[src/rtl/irq_pkg.sv]
// Shared constants, types and the priority encoder for the 68000 interrupt controller.
// Used by irq_sync and irq_ctrl; the IRQ_SYNC_EN build option lives in irq_sync.
package irq_pkg;

  localparam int unsigned NUM_LEVELS = 7;
  localparam int unsigned DATA_W     = 8;
  localparam int unsigned LEVEL_W    = 3;

  localparam logic [1:0] REG_PENDING = 2'd0;
  localparam logic [1:0] REG_MASK    = 2'd1;
  localparam logic [1:0] REG_EDGE    = 2'd2;
  localparam logic [1:0] REG_LEVEL   = 2'd3;

  localparam logic [2:0] FC_IACK = 3'b111;

  // Bit 7 of every register is reserved and always reads zero.
  localparam logic [DATA_W-1:0] REG_BITS = 8'h7F;

  typedef logic [LEVEL_W-1:0] level_t;

  typedef enum logic {
    IACK_IDLE,
    IACK_ACTIVE
  } iack_state_t;

  // Highest set request bit i maps to level i+1; no request gives level 0.
  function automatic level_t prio_level(input logic [NUM_LEVELS-1:0] req);
    level_t lvl;
    lvl = '0;
    for (int unsigned i = 0; i < NUM_LEVELS; i++) begin
      if (req[i]) lvl = LEVEL_W'(i + 1);
    end
    return lvl;
  endfunction

endpackage

[src/rtl/irq_sync.sv]
// Per-bit request conditioning: optional two-flop synchroniser (IRQ_SYNC_EN)
// followed by a previous-value flop, giving the conditioned level and a rise pulse.
module irq_sync
  import irq_pkg::*;
#(
  parameter int unsigned WIDTH = NUM_LEVELS
) (
  input  logic             clk,
  input  logic             rst,
  input  logic [WIDTH-1:0] src,
  output logic [WIDTH-1:0] sync_c,
  output logic [WIDTH-1:0] rise_c
);

  logic [WIDTH-1:0] prev_q;

`ifdef IRQ_SYNC_EN
  logic [WIDTH-1:0] meta_q;
  logic [WIDTH-1:0] stage_q;

  always_ff @(posedge clk) begin
    if (rst) begin
      meta_q  <= '0;
      stage_q <= '0;
    end else begin
      meta_q  <= src;
      stage_q <= meta_q;
    end
  end

  assign sync_c = stage_q;
`else
  // Sources are already synchronous to clk.
  assign sync_c = src;
`endif

  always_ff @(posedge clk) begin
    if (rst) prev_q <= '0;
    else     prev_q <= sync_c;
  end

  assign rise_c = sync_c & ~prev_q;

endmodule

[src/rtl/irq_ctrl.sv]
// 68000 interrupt controller: PENDING/MASK/EDGE/LEVEL registers, priority encode to
// IPL, IACK autovector on vpa_n. Define IRQ_SYNC_EN for asynchronous sources.
module irq_ctrl
  import irq_pkg::*;
#(
  parameter logic [DATA_W-1:0] RESET_MASK = 8'h00,
  parameter logic [DATA_W-1:0] RESET_EDGE = 8'h00
) (
  input  logic                  clk,
  input  logic                  rst,
  input  logic                  cs,
  input  logic                  rw_n,
  input  logic [1:0]            addr,
  input  logic [DATA_W-1:0]     din,
  output logic [DATA_W-1:0]     dout,
  input  logic [NUM_LEVELS-1:0] src,
  input  logic                  as_n,
  input  logic [2:0]            fc,
  input  logic [LEVEL_W-1:0]    ack_lvl,
  output logic [LEVEL_W-1:0]    ipl_n,
  output logic                  vpa_n
);

  logic [NUM_LEVELS-1:0] src_sync_c;
  logic [NUM_LEVELS-1:0] src_rise_c;

  logic [DATA_W-1:0] pending_q, pending_d;
  logic [DATA_W-1:0] mask_q;
  logic [DATA_W-1:0] edge_mode_q;

  logic [DATA_W-1:0] w1c_c;
  logic [DATA_W-1:0] iack_clr_c;
  logic              wr_en_c;
  logic              iack_c;
  logic              iack_first_c;
  level_t            level_c;

  iack_state_t state_q, state_d;

  irq_sync #(.WIDTH(NUM_LEVELS)) u_sync (
    .clk    (clk),
    .rst    (rst),
    .src    (src),
    .sync_c (src_sync_c),
    .rise_c (src_rise_c)
  );

  assign wr_en_c = cs && !rw_n;
  assign iack_c  = (fc == FC_IACK) && !as_n && (ack_lvl != '0);

  // IACK tracker: one clear per acknowledge cycle, held until the strobe releases.
  always_comb begin
    state_d      = state_q;
    iack_first_c = 1'b0;
    case (state_q)
      IACK_IDLE: begin
        if (iack_c) begin
          state_d      = IACK_ACTIVE;
          iack_first_c = 1'b1;
        end
      end
      IACK_ACTIVE: begin
        if (as_n) state_d = IACK_IDLE;
      end
      default: state_d = IACK_IDLE;
    endcase
  end

  always_ff @(posedge clk) begin
    if (rst) state_q <= IACK_IDLE;
    else     state_q <= state_d;
  end

  // Pending next state: a rise always wins over W1C and IACK clears.
  always_comb begin
    w1c_c      = '0;
    iack_clr_c = '0;
    if (wr_en_c && (addr == REG_PENDING)) w1c_c = din;
    if (iack_first_c) iack_clr_c = DATA_W'(1) << (ack_lvl - LEVEL_W'(1));
    pending_d = REG_BITS &
                ((edge_mode_q & ({1'b0, src_rise_c} | (pending_q & ~w1c_c & ~iack_clr_c))) |
                 (~edge_mode_q & {1'b0, src_sync_c}));
  end

  assign level_c = prio_level(pending_q[NUM_LEVELS-1:0] & mask_q[NUM_LEVELS-1:0]);

  always_ff @(posedge clk) begin
    if (rst) begin
      pending_q   <= '0;
      mask_q      <= RESET_MASK & REG_BITS;
      edge_mode_q <= RESET_EDGE & REG_BITS;
      ipl_n       <= '1;
      vpa_n       <= 1'b1;
    end else begin
      pending_q <= pending_d;
      if (wr_en_c && (addr == REG_MASK)) mask_q      <= din & REG_BITS;
      if (wr_en_c && (addr == REG_EDGE)) edge_mode_q <= din & REG_BITS;
      ipl_n <= ~level_c;
      vpa_n <= (state_q != IACK_ACTIVE);
    end
  end

  always_comb begin
    dout = '0;
    case (addr)
      REG_PENDING: dout = pending_q;
      REG_MASK:    dout = mask_q;
      REG_EDGE:    dout = edge_mode_q;
      REG_LEVEL:   dout = {5'b0, level_c};
      default:     dout = '0;
    endcase
  end

endmodule
[config.mk]
export PLATFORM = sky130hd
export DESIGN_NAME = irq_ctrl
export DESIGN_NICKNAME = d
export VERILOG_FILES = /design/src/rtl/irq_pkg.sv /design/src/rtl/irq_sync.sv /design/src/rtl/irq_ctrl.sv
export SDC_FILE = /design/constraint.sdc
export NUM_CORES = 1
export LEC_CHECK = 0
export CAP_MARGIN = 20
export CORE_MARGIN = 1
export CORE_UTILIZATION = 48
export CTS_CLUSTER_DIAMETER = 60
export CTS_CLUSTER_SIZE = 16
export DETAILED_ROUTE_END_ITERATION = 8
export GPL_TIMING_DRIVEN = 0
export HOLD_SLACK_MARGIN = 0.12
export PLACE_DENSITY = 0.89
export SYNTH_ARGS = -nofsm -noshare
export SYNTH_HDL_FRONTEND = slang
export SYNTH_SLANG_ARGS = --single-unit
[constraint.sdc]
create_clock -name clk -period 2.08 [get_ports clk]
set_clock_uncertainty 0.2 [all_clocks]
set_input_delay 0.416 -clock clk [delete_from_list [all_inputs] [get_ports clk]]
set_output_delay 0.416 -clock clk [all_outputs]
set_load 0.01 [all_outputs]
==> results.sh, run 1 <==
export IMPL_synthFlopType="dfxtp_1"
export IMPL_drc=0
export IMPL_worstMarginPinSlew_ns=0.5304
export IMPL_ant_nets=0
export IMPL_tns_ns=-0.6745
export IMPL_slew_headroom_pct=64.56
export IMPL_syn_to_final_growth_pct=34.78
export IMPL_fin_crit_sh_pct=113.8
export IMPL_p_comb_share_pct=13.6
export IMPL_start_util_pct=50.20
export IMPL_antenna_found_initial=0
export IMPL_p_clk_share_pct=32.5
export IMPL_dieArea_um2=3423
export IMPL_critPathKind="register to output pin"
export IMPL_wl_um=3774
export IMPL_clk_pin_slew_ns=0.10
export IMPL_max_cap_violations=0
export IMPL_utilization_pct=67.66
export IMPL_post_route_min_period_ns=2.367
export IMPL_grt_util_met2_pct=40.39
export IMPL_violations="negative setup slack"
export IMPL_synthArstFlopShare_pct=0
export IMPL_worst_setup_path_end_kind="output pin"
export IMPL_layout_drive_gt1_share_pct=19.71
export IMPL_p_int_uw=949.5
export IMPL_cts_buffer_depth=2
export IMPL_critPathRequiredTime_ns=1.46
export IMPL_io_pin_count=40
export IMPL_synth_most_common_cell="dfxtp_1"
export IMPL_power_uw=1250
export IMPL_maxSlewViolCount=0
export IMPL_cts_tree="done"
export IMPL_overflow=0
export IMPL_ys_ff_latch=33
export IMPL_viasPerCell=5.536
export IMPL_irDropWorstVdd_mv=0.2970
export IMPL_nFillCells=242
export IMPL_fp_dieH_um=58.51
export IMPL_synth_fp_nets=188
export IMPL_finalSetupViolCount=3
export IMPL_power_density_nw_per_um2=605.1
export IMPL_worst_skew_pair_late_latency_ns=0.33
export IMPL_wl_per_cell_um=14.98
export IMPL_numCtsBuffers=5
export IMPL_synthTopCellsByCount="dfxtp_1 (33), nand2_1 (25), mux2i_1 (18), nor2_1 (18), nor2b_1 (8)"
export IMPL_hold_class="register to register"
export IMPL_place_congestion=0.8133
export IMPL_hpwlAfterDp_um=2624
export IMPL_grt_pass1_wl_um=6085
export IMPL_synth_avg_cell_area_um2=9.640
export IMPL_die_w_um=58.51
export IMPL_ctsHoldBuffers=0
export IMPL_hold_viol=0
export IMPL_first_pass_iters=4
export IMPL_netSwitchingPower_uw=300.5
export IMPL_grt_pass1_vias=1310
export IMPL_netSwitchingFraction_pct=24.04
export IMPL_nets=236
export IMPL_synth_area_top_cells="dfxtp_1 (43%), mux2i_1 (12%), nand2_1 (6.1%)"
export IMPL_grt_busiest_layer="met2"
export IMPL_synth_top_cell_area_share_pct=43.10
export IMPL_fmax_mhz=422.4
export IMPL_seqPwrFrac_pct=53.8
export IMPL_use_met1_pct=27.98
export IMPL_rows=20
export IMPL_cp_arrival_ns=1.75
export IMPL_leakagePower_uw=0.0007864
export IMPL_core_um2=3053
export IMPL_vias=1395
export IMPL_status="finished with violations"
export IMPL_setup_slack_ns=-0.2872
export IMPL_ys_warnings_count=0
export IMPL_drt_iter0_markers=74
export IMPL_globalRouteMet3Util_pct=7.253
export IMPL_yosysTopAreaCell="dfxtp_1"
export IMPL_cp_max_fo=3
export IMPL_grt_total_usage_pct=24.31
export IMPL_rsz0062_at_grt="yes"
export IMPL_cp_start_kind="register"
export IMPL_port_buffers=35
export IMPL_ys_seq_area_share_pct=43.10
export IMPL_synth_edff_count=0
export IMPL_synthDistinctLibCells=31
export IMPL_netlist_area_um2=1533
export IMPL_cts_sinks=33
export IMPL_h_tree_depth=2
export IMPL_syn_instance_count=159
export IMPL_grt_max_degree=11
export IMPL_insertedDiodeCount=0
export IMPL_root_buffer="clkbuf_4"
## layout by cell type, fill, tap and decap left out, drive strengths merged
master,count
a211o,1
a211oi,6
a21oi,1
a22o,7
a22oi,2
a31oi,1
a32o,1
and3b,1
buf,17
clkbuf,7
clkdlybuf4s50,28
clkinv,1
conb,1
dfxtp,33
dlygate4sd2,4
ha,1
mux2i,18
mux4,3
nand2,25
nand2b,3
nand3,3
nand3b,2
nand4b,2
nor2,18
nor2b,9
nor3b,1
nor4b,1
nor4bb,2
o21ai,7
or2b,1
or3,1
## critical path, cell delays in order, from the launching register on
cell	delay (ns)
dfxtp_2	0.34
a22o_1	0.23
a31oi_1	0.14
o21ai_1	0.09
mux4_2	0.48
buf_6	0.13
## final cells by class
type,instances,area (um2),area share (%)
clock buffer,7,65.06,3.150
tap,44,55.05,2.665
buffer,8,52.55,2.544
sequential,33,673.1,32.59
timing repair buffer,41,394.1,19.08
multi-input combinational,118,820.8,39.73
clock inverter,1,5.005,0.2423
## path summary, 6_finish.rpt
path / startpoint / to / slack (ns) / cells past startpoint
worst max-delay path: mask_q[4] / dout[0] / -0.29 / 5
worst min-delay path: state_q / vpa_n / 0.24 / 1
worst max register to register: state_q / pending_q[5] / 0.52 / 3
worst min register to register: state_q / vpa_n / 0.24 / 1
## repair_timing
action,4_1_cts,5_1_grt
pin swaps,4,1
gates resized for setup,31,1
setup endpoints to repair,7,3
buffers inserted,6,0
gates cloned,0,0
## power groups by stage
stage / logic (uW) / registers (uW) / clock network [uW]
final: 170 / 673 / 407
after global routing: 183 / 675 / 438
after CTS: 169 / 672 / 415
after detailed placement: 163 / 685 / 0
after global placement: 158 / 683 / 0
after floorplan: 79.2 / 680 / 0
## metal layers
layer,wire length (um),part of all wire [%],up-vias
li1,-,-,659
met1,1567,42,660
met2,1865,49,65
met3,250,6.6,11
met4,91,2.4,0
met5,0,0,-
## logic make-up (layout without fill, tap and decap cells)
group | Yosys count | in the layout | share of synthesized area, %
AO/OA/AOI/OAI | 26 | 26 | 12.16
adder cells (fa/ha/maj) | 1 | 1 | 0.8162
buffers and inverters | 8 | 57 | 3.429
flip-flops | 33 | 33 | 43.10
multiplexers | 21 | 21 | 16.41
other | 1 | 1 | 0.2447
AND/OR/NAND/NOR | 69 | 69 | 23.84
## through the flow
step | instance area [um2] | setup slack [ns] | std cells | hold WS, ns
floorplan | 1533 | 0.2072 | 159 | 0.1920
global placement | 1938 | -0.2650 | 238 | 0.2071
detailed placement | 1938 | -0.2726 | 238 | 0.2182
CTS | 2064 | -0.2716 | 252 | 0.2419
global route | 2066 | -0.3614 | 252 | 0.2732
finish | 2066 | -0.2872 | 252 | 0.2419
## sequential cells by signal (all words and copies together), names as in the netlist
register / cells
edge_mode_q: 7
mask_q: 7
pending_q: 7
u_sync.prev_q: 7
ipl_n: 3
state_q: 1
vpa_n: 1
Power figures use the tool's default switching activity.
==> inputs of run 2 (changes only) <==
--- a/config.mk
+++ b/config.mk
@@ -13,6 +13,7 @@
 export DETAILED_ROUTE_END_ITERATION = 8
 export GPL_TIMING_DRIVEN = 0
 export HOLD_SLACK_MARGIN = 0.12
+export MAX_ROUTING_LAYER = met4
 export PLACE_DENSITY = 0.89
 export SYNTH_ARGS = -nofsm -noshare
 export SYNTH_HDL_FRONTEND = slang
==> run 2 against run 1 <==
The run still ends with negative setup slack left. First-iteration DRC count fell by 5.4%. Global-route usage is 0.54 points higher. Critical path type unchanged. Final area stayed put. Clock power barely moved. Combinational power hardly changed. Sequential power about the same. Non-clock buffer count unchanged. Critical path depth unchanged. Register-to-register slack got worse by 0.03 ns. Final cell count unchanged. Sequential share of layout area is the same.
==> results.sh, run 2 (synthesis gave the netlist of run 1 again) <==
export IMPL_tns_ns=-0.6553
export IMPL_critPathRequiredTime_ns=1.46
export IMPL_grt_pass1_vias=1319
export IMPL_cp_start_kind="register"
export IMPL_core_um2=3053
export IMPL_worst_setup_path_end_kind="output pin"
export IMPL_cp_max_fo=3
export IMPL_crit_buf_inv=1
export IMPL_syn_to_final_growth_pct=34.78
export IMPL_maxSlewViolCount=0
export IMPL_drt_iter0_markers=70
export IMPL_finalNonFillerCells=252
export IMPL_rows=20
export IMPL_clk_pin_slew_ns=0.10
export IMPL_max_cap_violations=0
export IMPL_irDropWorstVdd_mv=0.2951
export IMPL_insertedDiodeCount=0
export IMPL_ant_nets=0
export IMPL_setup_slack_ns=-0.2818
export IMPL_power_density_nw_per_um2=604.6
export IMPL_cp_top_family="multiplexers"
export IMPL_io_pin_count=40
export IMPL_place_congestion=0.8254
export IMPL_cp_arrival_ns=1.75
export IMPL_finalSetupViolCount=3
export IMPL_h_tree_depth=2
export IMPL_die_w_um=58.51
export IMPL_overflow=0
export IMPL_hpwlAfterDp_um=2624
export IMPL_vias=1387
export IMPL_first_pass_iters=4
export IMPL_fin_crit_sh_pct=113.5
export IMPL_ctsHoldBuffers=0
export IMPL_final_cell_mix="clkdlybuf4s50_1 (28), nand2_1 (25), dfxtp_1 (23), mux2i_1 (18), nor2_1 (18)"
export IMPL_cts_buffer_depth=2
export IMPL_violations="negative setup slack"
export IMPL_start_util_pct=50.20
export IMPL_viasPerCell=5.504
export IMPL_wl_um=3733
export IMPL_antenna_found_initial=0
export IMPL_worst_skew_pair_late_latency_ns=0.33
export IMPL_nets=236
export IMPL_slew_headroom_pct=63.29
export IMPL_root_buffer="clkbuf_4"
export IMPL_path_cells="a22o_1 > a31oi_1 > o21ai_1 > mux4_2 > buf_6"
export IMPL_placedCellCount=238
export IMPL_numCtsBuffers=5
export IMPL_status="finished with violations"
export IMPL_grt_pass1_wl_um=6078
export IMPL_fmax_mhz=423.4
export IMPL_grt_total_usage_pct=24.86
export IMPL_wl_per_cell_um=14.81
export IMPL_worstMarginPinSlew_ns=0.5494
export IMPL_hold_class="register to register"
export IMPL_leakagePower_uw=0.0007864
export IMPL_rsz0062_at_grt="yes"
export IMPL_critPathKind="register to output pin"
export IMPL_dieArea_um2=3423
export IMPL_layout_drive_gt1_share_pct=19.71
export IMPL_slowest_delay_ns=0.48
export IMPL_fp_dieH_um=58.51
export IMPL_port_buffers=35
export IMPL_final_common_cell="clkdlybuf4s50_1"
export IMPL_drc=0
export IMPL_grt_max_degree=11
export IMPL_cts_tree="done"
export IMPL_hold_viol=0
export IMPL_post_route_min_period_ns=2.362
export IMPL_crit_slowest_cell="mux4_2"
export IMPL_cts_sinks=33
run 2: cell counts in the layout (fill, tap and decap cells not counted):
Identical to the previous run, type by type.
run 2: final cells by class:
class / count / area (um2)
Buffer: 8 / 52.55
Clock buffer: 7 / 65.06
Clock inverter: 1 / 5.005
Fill cell: 242 / 987.2
Multi-Input combinational cell: 118 / 820.8
Sequential cell: 33 / 673.1
Tap cell: 44 / 55.05
Timing Repair Buffer: 41 / 394.1
run 2: final timing paths:
check	start	end	slack (ns)	cells after the start
setup / recovery	mask_q[4]	dout[0]	-0.28	5
hold / removal	state_q	vpa_n	0.24	1
setup reg to reg	state_q	pending_q[5]	0.49	3
hold reg to reg	state_q	vpa_n	0.24	1
run 2: timing repair:
action / 4_1_cts / 5_1_grt
pin swaps: 4 / 1
endpoints found under the setup margin: 7 / 3
resized for setup: 31 / 1
buffers inserted: 6 / 0
run 2: power breakdown:
part / internal (uW) / switching [uW] / leakage, uW
registers: 655 / 17.5 / 0.000274
clock network: 196 / 210 / 0.0000413
logic: 98.3 / 71.5 / 0.000471
total: 950 / 299 / 0.000786
run 2: metrics by stage:
step	power (uW)	utilization [%]	instance area, um2	setup WS (ns)	hold WS (ns)
2_1_floorplan	759.5	-	1533	0.2072	0.1920
3_3_place_gp	841.3	63.48	1938	-0.2650	0.2071
3_5_place_dp	847.5	63.48	1938	-0.2726	0.2182
4_1_cts	1255	67.62	2064	-0.2716	0.2419
5_1_grt	1294	67.66	2066	-0.3567	0.2731
6_report	1249	67.66	2066	-0.2818	0.2423
run 2: per-layer routing:
| layer | routed length (um) | up-vias | GRT usage [%] |
|---|---|---|---|
| li1 | - | 658 | - |
| met1 | 1485 | 643 | 27.98 |
| met2 | 1832 | 71 | 40.39 |
| met3 | 312 | 15 | 6.374 |
| met4 | 103 | 0 | 13.61 |
| met5 | 0 | - | - |
